$ cat src/rtl/basic_gates.sv
// basic_gates: bitwise AND / OR / NOT of two WIDTH-bit operands.
// Each result is available combinationally and as a registered copy.
// The registers have a synchronous active-high reset and a load enable.
// valid_q marks that the registers hold a sample taken since the last reset.
// Optional feature: define BASIC_GATES_XOR_EN to add an XOR path
// (xor_out combinational, xor_q registered).
module basic_gates #(
    parameter int WIDTH = 1
) (
    input  logic             clk,
    input  logic             rst,
    input  logic             en,
    input  logic [WIDTH-1:0] input1,
    input  logic [WIDTH-1:0] input2,
    output logic [WIDTH-1:0] and_out,
    output logic [WIDTH-1:0] or_out,
    output logic [WIDTH-1:0] not_out,
    output logic [WIDTH-1:0] and_q,
    output logic [WIDTH-1:0] or_q,
    output logic [WIDTH-1:0] not_q,
    output logic             valid_q
`ifdef BASIC_GATES_XOR_EN
    ,
    output logic [WIDTH-1:0] xor_out,
    output logic [WIDTH-1:0] xor_q
`endif
);

    // Gate results are purely combinational and bitwise, so every bit
    // position is independent of its neighbours at any WIDTH.
    always_comb begin
        and_out = input1 & input2;
        or_out  = input1 | input2;
        not_out = ~input1;
    end

    // Result registers: reset clears everything and wins over en; with
    // en low the registers, including valid_q, simply hold.
    always_ff @(posedge clk) begin
        if (rst) begin
            and_q   <= '0;
            or_q    <= '0;
            not_q   <= '0;
            valid_q <= 1'b0;
        end else if (en) begin
            and_q   <= and_out;
            or_q    <= or_out;
            not_q   <= not_out;
            valid_q <= 1'b1;
        end
    end

`ifdef BASIC_GATES_XOR_EN
    // XOR result, computed like the other gates.
    always_comb begin
        xor_out = input1 ^ input2;
    end

    // XOR result register, sharing the reset and enable rules above.
    always_ff @(posedge clk) begin
        if (rst) begin
            xor_q <= '0;
        end else if (en) begin
            xor_q <= xor_out;
        end
    end
`endif

endmodule

$ cat config.mk
export PLATFORM = sky130hd
export DESIGN_NAME = basic_gates
export DESIGN_NICKNAME = d
export VERILOG_FILES = /design/src/rtl/basic_gates.sv
export SDC_FILE = /design/constraint.sdc
export NUM_CORES = 1
export LEC_CHECK = 0
export CAP_MARGIN = 20
export CORE_AREA = 5 5 42 44
export DETAILED_ROUTE_END_ITERATION = 8
export DIE_AREA = 0 0 47 49
export PLACE_DENSITY = 0.35
export SETUP_SLACK_MARGIN = 0.1
export SLEW_MARGIN = 15
export SYNTH_ARGS = -nofsm -noshare
export SYNTH_HDL_FRONTEND = slang
export SYNTH_SLANG_ARGS = --single-unit
export TNS_END_PERCENT = 10
$ cat constraint.sdc
create_clock -name clk -period 0.97 [get_ports clk]
set_input_delay 0.194 -clock clk [delete_from_list [all_inputs] [get_ports clk]]
set_output_delay 0.194 -clock clk [all_outputs]
set_load 0.05 [all_outputs]
==> key figures <==
Run status
  • Outcome: completed

Finish
  • Util after Layout: 27.7%
  • Share of post-route cells with drive strength above 1: 62.5%
  • Count of inserted antenna diode cells: 0
  • Filler cells: 157
  • Most frequent cells in the layout: sky130_fd_sc_hd__buf_12 (7), sky130_fd_sc_hd__nor2_1 (4), sky130_fd_sc_hd__dfxtp_2 (4)
  • Area overhead of the layout relative to synthesis: 170%
  • Number of nets in the final layout: 39
  • Commonest non-fill, non-tap cell in the layout: sky130_fd_sc_hd__buf_12

Critical path
  • Sort of element at the start of the critical path: flop
  • Crit-path max cell delay: 0.35 ns
  • Crit Path Class: flop to output port
  • Bufs and invs on worst path: 1
  • Setup crit end kind: output port
  • Crit path max-delay family: flip-flops
  • Critical path data arrival time: 0.72 ns
  • Highest-delay cell along the critical path: sky130_fd_sc_hd__dfxtp_2
  • Ordered cell list for the critical path: buf_12
  • Required @ worst endpoint: 0.78 ns
  • Max Fanout on Critical Path: 2

Global routing
  • Combined global-route utilization of all metal layers: 5.63%
  • Global route total overflow: 0
  • Vias in the first global route: 196
  • Initial antenna violation count: 0
  • Global-route wire length before repair: 786 um
  • Maximum number of pins on one net before global-route repair: 8

Die
  • Die extent in x: 47 um
  • Top-level I/O count: 12
  • Core Box Area: 1400 um2
  • Std cell rows: 14
  • Die height: 49 um
  • Total die area: 2300 um2
  • Effective utilization at floorplan: 10.3%

Logic synthesis
  • Mapped Area: 144 um2
  • Post-synthesis net count: 22
  • Ys Warns: 0
  • Synth Area per Inst: 8.46 um2
  • Flop and latch count out of synthesis: 4
  • Cells after synthesis: 17
  • Synth unique cells: 8
  • Sequential share of the synthesized area: 55.7%

Timing
  • Final worst-path cycle share: 94.7%
  • Final worst path period need: 0.918 ns
  • Number of pins exceeding their max-slew limit in the final report: 0
  • Relative slew margins: 83.8%
  • Skew final: 0 ns
  • Least-Margin Pin Slew: 0.243 ns
  • Worst-case hold slack: 0.286 ns
  • Setup WS post-layout: 0.0516 ns
  • Maximum operating frequency: 1090 MHz
  • Number of hold-slack violations in the final timing report: 0
  • Final number of setup-violating endpoints: 0
  • Unrepaired setup endpoints after global routing: true

Drt
  • DR pass1 iterations: 3
  • Remaining design rule violation count: 0
  • Violation count after the first detailed-route iteration: 1
  • Number of nets with antenna violations after detailed routing: 0
  • Detailed Route WL: 460 um
  • Via count: 177
  • Vias per std cell: 3.69
  • Mean routed wirelength per cell: 9.58 um

Placement
  • Setup Slack @ Placement: -0.305 ns
  • Count of port buffers added during placement: 11
  • Routability congestion estimate: 0.681

CTS
  • Post-cts hold buffer count: 0
  • Cell at the root of the clock tree: sky130_fd_sc_hd__clkbuf_4
  • Deepest clock path buffer count: 2
  • Later-pin clock latency in the skew report: 0.24 ns
  • Clock-pin slew on the worst setup and hold paths: 0.04 ns
  • Clock tree from TritonCTS: built
  • CTS sink count: 4
  • H-tree depth: 1
  • Number of CTS-inserted buffers: 3

Pwr
  • Switching power of the nets: 175 uW
  • Worst vdd ir: 0.000500 V
  • Leakage power figure: 0.000170 uW
  • Portion of total power attributed to combinational logic: 30.9%
  • Cell area power density: 1500 nW/um2
  • Clock share of power: 36.4%
  • Sequential cell fraction of total power: 32.7%
  • Internal Power: 405 uW
  • Switching part of the total: 30.1%
  • Power consumption: 580 uW

Run
  • # Max-Cap Violations: 0

Min path
  • Worst Hold Class: primary input to flop
-- power by group through the flow --
stage	Clock, uW	Sequential, uW	Combinational [uW]
2_1_floorplan	0	221	38.6
5_1_grt	241	190	188
3_3_place_gp	0	190	177
3_5_place_dp	0	191	177
6_report	211	190	179
4_1_cts	225	190	182
-- logic make-up after synthesis --
group	synth area share, %
AO/OA/AOI/OAI	13.9
AND/OR/NAND/NOR	25.2
buffers and inverters	5.22
flip-flops	55.7
-- cell type report --
type	count	area, um2	area share (%)
Sequential cell	4	85.1	21.9
Inverter	2	7.51	1.94
Clock buffer	3	22.5	5.81
Multi-Input combinational cell	11	66.3	17.1
Tap cell	16	20.0	5.16
Timing Repair Buffer	12	186	48.1
-- final timing paths --
path / start / to / slack, ns / cells after the start
max reg2reg: or_q / or_q / 0.30 / 2
max: not_q / not_q / 0.05 / 1
min reg2reg: and_q / and_q / 0.49 / 2
min: input1 / and_q / 0.29 / 3
-- layer usage --
metal | vias to the layer above | GRT usage (%) | wire length, um
met5 | - | 0 | 0
met4 | 0 | 9.68 | 36
met3 | 3 | 2.58 | 40
met2 | 12 | 7.24 | 230
met1 | 77 | 4.38 | 153
li1 | 85 | - | -
-- worst reg2reg max path, stage by stage, from the launching register on --
cell and delay (ns):
sky130_fd_sc_hd__dfxtp_2 0.34, sky130_fd_sc_hd__nor2_1 0.05, sky130_fd_sc_hd__a211oi_1 0.20
-- state kept, by name, indices dropped and copies added (netlist names) --
signal   count
and_q        1
or_q         1
not_q        1
valid_q      1
-- Yosys cell counts, drive strengths merged --
cell | count | area [um2]
dfxtp | 4 | 80.1
nand3 | 1 | 5.00
nor2 | 5 | 18.8
inv | 2 | 7.51
nand2b | 1 | 6.26
a21oi | 1 | 5.00
and2 | 1 | 6.26
a211oi | 2 | 15.0
-- per-stage QoR --
step	area, um2	TNS, ns	cells
4_1_cts	385	0	48
3_5_place_dp	353	-1.31	45
6_report	388	0	48
2_1_floorplan	145	0	17
3_3_place_gp	353	-1.21	45
5_1_grt	388	0	48
-- what timing repair did --
action | 4_1_cts | 5_1_grt
setup buffers | 0 | 0
endpoints found under the hold margin | 0 | 0
endpoints found under the setup margin | 8 | 9
gates resized for setup | 14 | 1
pin swaps | 1 | 0
Power figures use the tool's default switching activity.
